$ cat config.mk
export PLATFORM = sky130hd
export DESIGN_NAME = mem_port_ctrl
export DESIGN_NICKNAME = d
export VERILOG_FILES = /design/src/rtl/mem_port_ctrl.sv
export SDC_FILE = /design/constraint.sdc
export NUM_CORES = 1
export LEC_CHECK = 0
export CAP_MARGIN = 20
export CORE_AREA = 2 2 72 74
export CTS_CLUSTER_DIAMETER = 50
export DETAILED_ROUTE_END_ITERATION = 8
export DIE_AREA = 0 0 74 76
export PLACE_DENSITY = 0.86
export SLEW_MARGIN = 20
export SYNTH_ARGS = -nofsm -noshare
export SYNTH_HDL_FRONTEND = slang
export SYNTH_SLANG_ARGS = --single-unit
$ cat constraint.sdc
create_clock -name clk -period 4.6 [get_ports clk]
set_input_delay 1.38 -clock clk [delete_from_list [all_inputs] [get_ports clk]]
set_output_delay 1.38 -clock clk [all_outputs]
set_load 0.1 [all_outputs]
$ cat src/rtl/mem_port_ctrl.sv
// mem_port_ctrl
// Sequences single read/write accesses from the control unit onto a
// synchronous RAM with a fixed, parameterised latency. Each access latches
// its address, data and direction, drives the RAM for WAIT_CYCLES+1 cycles,
// then raises a one-cycle done pulse. Requests that cannot be served are
// dropped and recorded in a sticky error flag. Every output is a register.

module mem_port_ctrl #(
    parameter int ADDR_W      = 8,
    parameter int DATA_W      = 16,
    parameter int WAIT_CYCLES = 1
) (
    input  logic              clk,
    input  logic              rst_n,
    input  logic              rd_req,
    input  logic              wr_req,
    input  logic [ADDR_W-1:0] addr_in,
    input  logic [DATA_W-1:0] data_in,
    output logic [DATA_W-1:0] rd_data,
    output logic              busy,
    output logic              done,
    output logic              drop_err,
    output logic              ram_en,
    output logic              ram_we,
    output logic [ADDR_W-1:0] ram_addr,
    output logic [DATA_W-1:0] ram_wdata,
    input  logic [DATA_W-1:0] ram_rdata
);

    typedef enum logic [1:0] {
        IDLE   = 2'd0,
        ACCESS = 2'd1,
        DONE   = 2'd2
    } state_t;

    // Counter value on the final ACCESS cycle; the counter starts at 0.
    localparam logic [3:0] LAST_CNT = 4'(WAIT_CYCLES);

    state_t            state;
    state_t            state_nxt;
    logic [3:0]        cnt;
    logic [3:0]        cnt_nxt;

    logic              busy_nxt;
    logic              done_nxt;
    logic              drop_err_nxt;
    logic              ram_en_nxt;
    logic              ram_we_nxt;
    logic [ADDR_W-1:0] ram_addr_nxt;
    logic [DATA_W-1:0] ram_wdata_nxt;
    logic [DATA_W-1:0] rd_data_nxt;

    logic              any_req;
    logic              access_last;

    assign any_req     = rd_req | wr_req;
    assign access_last = (cnt == LAST_CNT);

    // State, counter and all registered outputs; reset aborts any access.
    always_ff @(posedge clk or negedge rst_n) begin
        if (!rst_n) begin
            state     <= IDLE;
            cnt       <= '0;
            busy      <= 1'b0;
            done      <= 1'b0;
            drop_err  <= 1'b0;
            ram_en    <= 1'b0;
            ram_we    <= 1'b0;
            ram_addr  <= '0;
            ram_wdata <= '0;
            rd_data   <= '0;
        end else begin
            state     <= state_nxt;
            cnt       <= cnt_nxt;
            busy      <= busy_nxt;
            done      <= done_nxt;
            drop_err  <= drop_err_nxt;
            ram_en    <= ram_en_nxt;
            ram_we    <= ram_we_nxt;
            ram_addr  <= ram_addr_nxt;
            ram_wdata <= ram_wdata_nxt;
            rd_data   <= rd_data_nxt;
        end
    end

    // Next state and wait counter: IDLE -> ACCESS on a request, ACCESS lasts
    // WAIT_CYCLES+1 cycles, DONE lasts exactly one cycle.
    always_comb begin
        state_nxt = state;
        cnt_nxt   = cnt;
        unique case (state)
            IDLE: begin
                if (any_req) begin
                    state_nxt = ACCESS;
                    cnt_nxt   = '0;
                end
            end
            ACCESS: begin
                if (access_last) begin
                    state_nxt = DONE;
                end else begin
                    cnt_nxt = cnt + 4'd1;
                end
            end
            DONE: begin
                state_nxt = IDLE;
            end
            default: begin
                state_nxt = IDLE;
                cnt_nxt   = '0;
            end
        endcase
    end

    // Next values of the registered outputs. The ram_we register doubles as
    // the latched access direction; the RAM drive stays latched through DONE.
    always_comb begin
        ram_en_nxt    = ram_en;
        ram_we_nxt    = ram_we;
        ram_addr_nxt  = ram_addr;
        ram_wdata_nxt = ram_wdata;
        rd_data_nxt   = rd_data;
        done_nxt      = 1'b0;
        drop_err_nxt  = drop_err;
        busy_nxt      = (state_nxt != IDLE);
        unique case (state)
            IDLE: begin
                if (any_req) begin
                    ram_en_nxt    = 1'b1;
                    ram_we_nxt    = wr_req;
                    ram_addr_nxt  = addr_in;
                    ram_wdata_nxt = data_in;
                    if (rd_req && wr_req) begin
                        drop_err_nxt = 1'b1;
                    end
                end
            end
            ACCESS: begin
                if (any_req) begin
                    drop_err_nxt = 1'b1;
                end
                if (access_last) begin
                    ram_en_nxt = 1'b0;
                    ram_we_nxt = 1'b0;
                    done_nxt   = 1'b1;
                    if (!ram_we) begin
                        rd_data_nxt = ram_rdata;
                    end
                end
            end
            DONE: begin
                if (any_req) begin
                    drop_err_nxt = 1'b1;
                end
            end
            default: begin
                ram_en_nxt = 1'b0;
                ram_we_nxt = 1'b0;
            end
        endcase
    end

endmodule

Word-level counts from Yosys, hierarchy flattened --
Cells that the tools add are included.
Cells by class: reduce and logical (&&, ||, !) cells 10, muxes and demuxes 16, add/sub/neg operators 1, equality and inequality tests 8, bitwise gates (word level) 3
Operators with widths (number):
- 4-bit one-hot mux with 3 select lines | 1
- 3-bit AND reduction | 3
- 4-bit 2-to-1 mux | 2
- 2-bit != test, second input constant | 4
- 1-bit 2-to-1 mux | 7
- 1-bit one-hot mux with 3 select lines | 2
- 4-bit by 1-bit adder with 4-bit output, second input constant | 1
- 4-bit by 1-bit == test with 1-bit output, second input constant | 1
- 2-bit 2-to-1 mux | 2
- 2-bit one-hot mux with 2 select lines | 1
- 4-bit AND reduction | 1
- 2-bit nonzero test | 2
- 2-bit by 1-bit == test with 1-bit output, second input constant | 1
- 2-bit == test, second input constant | 1
- 2-bit logical NOT | 1
- 2-bit by 1-bit != test with 1-bit output, second input constant | 1
- 1-bit inverter | 2
- 1-bit one-hot mux with 2 select lines | 1
- 2-bit AND reduction | 1
- 2-bit OR reduction | 1
- 1-bit logical AND | 1
- 1-bit OR | 1
Storage, ports and cells: output and inout bits 45, register bits after elaboration 51, input port bits 44, word-level logic and storage cells 48

Longest topological paths before layout --
Gate-level depths: netlist (run 1).
depth in word-level cells 4, depth in mapped cells 6, mapped depth without buffers 6

Worst setup path after synthesis (run 1) --
OpenSTA, ideal clock, no wires.
path kind in2reg, start point input port wr_req, end point register ram_addr[0], stages on the path 3, setup time 126 ps, arrival time 2254 ps, path slack 2220 ps, path buffers 1, path through o21ai_2 buf_2 mux2_2
On the way: word-level cells in the longest chain between the ends 2
Ends and longest elaborated chain:
- start: declaration | line 16 | input logic wr_req,
- 1-bit OR | line 56 | assign any_req = rd_req | wr_req;
- 2-bit AND reduction (no line)
- end signal: assignment | line 80 | ram_addr <= ram_addr_nxt;
- end: declaration | line 25 | output logic [ADDR_W-1:0] ram_addr,
Every way passes these cells. A chain may end at the register's enable or synchronous reset.

Worst setup path after layout (run 1) --
start point register ram_we, end point output port ram_we
RTL lines:
- start: declaration | line 24 | output logic ram_we,
- start signal: assignment | line 79 | ram_we <= ram_we_nxt;
No word-level cell between the ends.

==> results of run 1 <==
-- layer usage --
metal | track usage, % | vias up | wire (um)
met3 | 6.22 | 2 | 297
met5 | 0 | - | 0
met2 | 28.1 | 53 | 2390
met1 | 21.0 | 699 | 1860
met4 | 4.91 | 0 | 27
li1 | - | 671 | -
-- kinds of logic after synthesis --
logic type      after synthesis  share of synthesized area, %
fa+ha+maj                     5                          2.95
simple gates                 15                          5.43
flops                        51                          60.2
buf+inv                       9                          2.54
compound gates               13                          4.31
mux                          43                          24.5
-- Yosys cell counts --
cell type and n:
dfrtp_1 51, mux2_2 28, mux2_4 10, ha_1 5, inv_1 5, a21oi_1 3
buf_2 3, mux2_1 3, nand3_1 3, mux2i_1 2, nor2b_1 2, o21ai_0 2
o22ai_1 2, a211oi_2 1, a21o_1 1, a221o_1 1, buf_12 1, nand2_1 1
nand2b_1 1, nand4bb_1 1, nand4bb_2 1, nor2_1 1, nor2_4 1, nor3_1 1
nor3b_2 1, o211ai_1 1, o21ai_2 1, o31ai_1 1, or2_2 1, or3b_4 1
-- final cells by class --
cell class,count,area [um2]
fill,375,1730
sequential,51,1280
timing repair buffer,90,891
multi-input combinational,76,788
tap,70,87.6
clock buffer,6,82.6
clock inverter,2,35.0
inverter,5,18.8
-- per-stage QoR --
stage               hold WS, ns  area, um2  instances
floorplan                 0.503       2120        136
global placement          0.469       3060        292
detailed placement        0.476       3060        292
CTS                       0.497       3180        300
global route              0.525       3180        300
finish                    0.496       3180        300
-- worst max-delay path by stage --
stage | slack, ns | depth (start not counted) | from | to
detailed placement | 1.24 | 4 | wr_req | ram_wdata[4]$_DFFE_PN0P_
global route | 1.29 | 1 | ram_we$_DFFE_PN0P_ | ram_we
finish | 1.34 | 1 | ram_we$_DFFE_PN0P_ | ram_we
floorplan | 2.22 | 3 | wr_req | ram_addr[0]$_DFFE_PN0P_
global placement | 1.29 | 4 | wr_req | ram_wdata[4]$_DFFE_PN0P_
CTS | 1.31 | 1 | ram_we$_DFFE_PN0P_ | ram_we
-- state kept, by name, summed over array words and instances, names as in the netlist --
register and flops:
ram_wdata 16, busy 1, ram_addr 8, ram_we 1, cnt 4, done 1, state 2, ram_en 1
rd_data 16, drop_err 1
==> reports/qor.txt, run 1 <==
Post-CTS sizing: 0
Hold buffer count at CTS: 0
Die Span Y: 76 um
Top post-synthesis cells by area: dfrtp_1 (60%), mux2_2 (15%), mux2_4 (7.1%), ha_1 (3.0%), mux2_1 (1.6%)
Yosys top cell area share: 60.2%
Clock Sinks: 51
Final Worst Setup Slack: 1.34 ns
Reg-to-reg startpoint: state[1]$_DFF_PN0_
Yosys warns: 0
#FFs+latches synth: 51
Reg2reg setup slack: 2.52 ns
Via count: 1425
Layout area overhead: 50.1%
H-tree depth: 2
Layout cell share with drive strength beyond 1: 24.3%
Worst EP required: 3.22 ns
First-pass GRT wire length: 7320 um
CP cell instances: clkdlybuf4s50_1
Port bufs: 88
Post-Syn Instances: 136
Post-place setup slack: 1.24 ns
Fin crit period: 3.26 ns
Max_cap viols: 0
Worst-path fanout max: 3
Post-CTS Setup Inserts: 0
Max Slew Vio Count: 0
Fmax: 0.307 GHz
Synth area leader: dfrtp_1
Die W: 74 um
Fin util: 64.7%
# setup viols final: 0
Initial core utilization: 43.1%
Crit path buf inv count: 1
Reg2Reg Depth: 5
Worst Hold End: drop_err$_DFFE_PN0P_
Syn avg cell area: 15.6 um2
Core Box Area: 0.00491 mm2
DRT Pass-1 Iters: 4
Worst setup EP type: output pin
Antenna diodes: 0
Critical Path Start Type: flop
Largest net degree at the start of global routing: 35
Nets@finish: 278
WL final: 4580 um
Iter 0 DRT Violations: 41
Via density: 4.75
Max clock buf depth: 2
CTS tree: done
Final worst path period share: 70.9%
TritonCTS Buffers: 5
Mapped cell area: 0.00212 mm2
Setup CP Type: flop to output pin
Commonest non-fill, non-tap cell in the layout: clkdlybuf4s50_1
Clk_lat worst skew: 0.30 ns
Row Count: 26
Num ports: 89
Fin Clk Skew: 0.00446 ns
Gr ovfl total: 0
Post-DP HPWL: 3490 um
CTS clk-pin slew, worst paths: 0.09 ns
Die Footprint: 0.00562 mm2
CP peak stage delay: 1.17 ns
Final hold vios: 0
Reg2reg end: rd_data[4]$_DFFE_PN0P_
WP data arrival: 1.88 ns
Syn Nets: 185
Root buffer cell: clkbuf_8
Initial antenna violation count: 0
CP max-delay cell: clkdlybuf4s50_1
GPL Wtd Cong: 0.721
Run status: finished clean
Max-slew headroom: 32.2%
Hold Crit Class: flop to flop
Sequential element share of the synthesized area: 60.2%
Setup TNS Final: 0 ns
Crit path max-delay family: buffers and inverters
Vias in the first global route: 1472
DRT antenna net count: 0
Worst-Margin Slew: 1.01 ns
Gr usage total: 17.1%
Netlist cell types: 30
Hold Path Depth: 1
Routed length per instance: 15.3 um
Hold Startpoint: drop_err$_DFFE_PN0P_
DRC: 0
Most frequent cells in the layout: clkdlybuf4s50_1 (87), dfrtp_1 (51), mux2_2 (28), mux2_4 (10), clkbuf_8 (6)
RSZ-0062 raised after global routing: no
Power of run 1 is not shown: default switching activity piles up to over one toggle a cycle in this logic, so the estimate is an artifact.
==> run 2: changes to the inputs <==
Settings changed: CORE_AREA 2 2 72 74 to 2 2 75 77, DIE_AREA 0 0 74 76 to 0 0 77 79, PLACE_DENSITY 0.86 to 0.8.
Clock period 4.6 ns to 3.1 ns, I/O delays scaled along.
==> reports/qor.txt, run 2 (synthesis results as in run 1) <==
WP data arrival: 2.28 ns
Crit path buf inv count: 1
Clock Sinks: 51
Max Slew Vio Count: 0
TritonCTS Buffers: 5
Core Box Area: 0.00534 mm2
Layout cell share with drive strength beyond 1: 44.4%
H-tree depth: 2
Crit path max-delay family: buffers and inverters
Port bufs: 88
Largest net degree at the start of global routing: 22
CP max-delay cell: clkdlybuf4s50_1
Top flop regs: ram_wdata (16), rd_data (16), ram_addr (8)
Fin crit period: 2.10 ns
Commonest non-fill, non-tap cell in the layout: dfrtp_1
Clk_lat worst skew: 0.29 ns
Via density: 4.64
Max clock buf depth: 2
Vias in the first global route: 1449
Most frequent cells in the layout: dfrtp_1 (51), buf_4 (49), clkdlybuf4s50_1 (42), mux2_2 (28), mux2_4 (10)
Num ports: 89
Max_cap viols: 0
Final Worst Setup Slack: 1.00 ns
# setup viols final: 0
Routed length per instance: 13.4 um
Max-slew headroom: 61.6%
DRT antenna net count: 0
Post-DP HPWL: 3160 um
Die W: 77 um
CP peak stage delay: 0.49 ns
Die Span Y: 79 um
Post-CTS sizing: 0
Setup CP Type: input port to flop
Critical Path Start Type: input port
CTS clk-pin slew, worst paths: 0.09 ns
Gr ovfl total: 0
Hold Crit Class: flop to flop
Layout area overhead: 46.5%
Fmax: 0.477 GHz
First-pass GRT wire length: 6710 um
Worst-Margin Slew: 0.575 ns
Hold buffer count at CTS: 0
Fin Clk Skew: 0.00252 ns
DRT Pass-1 Iters: 4
Worst-path fanout max: 6
Initial core utilization: 39.7%
CTS tree: done
Setup TNS Final: 0 ns
CP cell instances: clkdlybuf4s50_1 -> nor3b_2 -> a211oi_2 -> mux2_1
Die Footprint: 0.00608 mm2
Initial antenna violation count: 0
Worst setup EP type: flop
DRC: 0
Worst EP required: 3.28 ns
Root buffer cell: clkbuf_8
Post-place setup slack: 0.721 ns
Final worst path period share: 67.6%
Run status: finished clean
Row Count: 27
Filler instances: 451
GPL Wtd Cong: 0.759
Gr usage total: 13.8%
RSZ-0062 raised after global routing: no
Via count: 1410
Antenna diodes: 0
Final hold vios: 0
Nets@finish: 280
Iter 0 DRT Violations: 86
WL final: 4070 um
Post-CTS Setup Inserts: 0
[run 2: changes by cell type in the layout (fill, tap and decap cells not counted)]
cell,change
buf_4,+47
bufinv_16,+1
clkbuf_8,-1
clkdlybuf4s50_1,-45
clkinv_2,-1
clkinvlp_4,+1
[run 2: final timing paths]
check | to | slack, ns | from | cells after the start
worst max-delay path | ram_en$_DFFE_PN0P_ | 1.00 | wr_req | 4
worst min-delay path | ram_addr[3]$_DFFE_PN0P_ | 0.50 | ram_addr[3]$_DFFE_PN0P_ | 1
worst max register to register | rd_data[6]$_DFFE_PN0P_ | 1.03 | state[1]$_DFF_PN0_ | 5
worst min register to register | ram_addr[3]$_DFFE_PN0P_ | 0.50 | ram_addr[3]$_DFFE_PN0P_ | 1
max in group asynchronous | ram_wdata[14]$_DFFE_PN0P_ | 1.95 | rst_n | 2
min in group asynchronous | ram_wdata[15]$_DFFE_PN0P_ | 0.57 | rst_n | 1
[run 2: final cells by class]
class / count / area, um2 / area share [%]
clock buffers: 5 / 68.8 / 2.22
clock inverters: 3 / 67.6 / 2.18
inverters: 5 / 18.8 / 0.605
multi-input cells: 76 / 788 / 25.4
flip-flops and latches: 51 / 1280 / 41.1
well taps: 72 / 90.1 / 2.90
repair buffers: 92 / 793 / 25.6
[run 2: routing by layer]
metal / vias to the layer above / wire length, um / global-route usage, %
met2: 48 / 2080 / 23.7
met1: 688 / 1750 / 17.5
li1: 672 / - / -
met3: 2 / 224 / 3.86
met4: 0 / 15 / 3.21
met5: - / 0 / 0
[run 2: metrics by stage]
stage / utilization, % / instance area (um2) / instances / hold WS (ns)
detailed placement: 55.6 / 2970 / 296 / 0.487
global route: 58.1 / 3100 / 304 / 0.530
CTS: 58.1 / 3100 / 304 / 0.509
finish: 58.1 / 3100 / 304 / 0.505
floorplan: - / 2120 / 136 / 0.503
global placement: 55.6 / 2970 / 296 / 0.480
Power of run 2 is left out for the same reason.
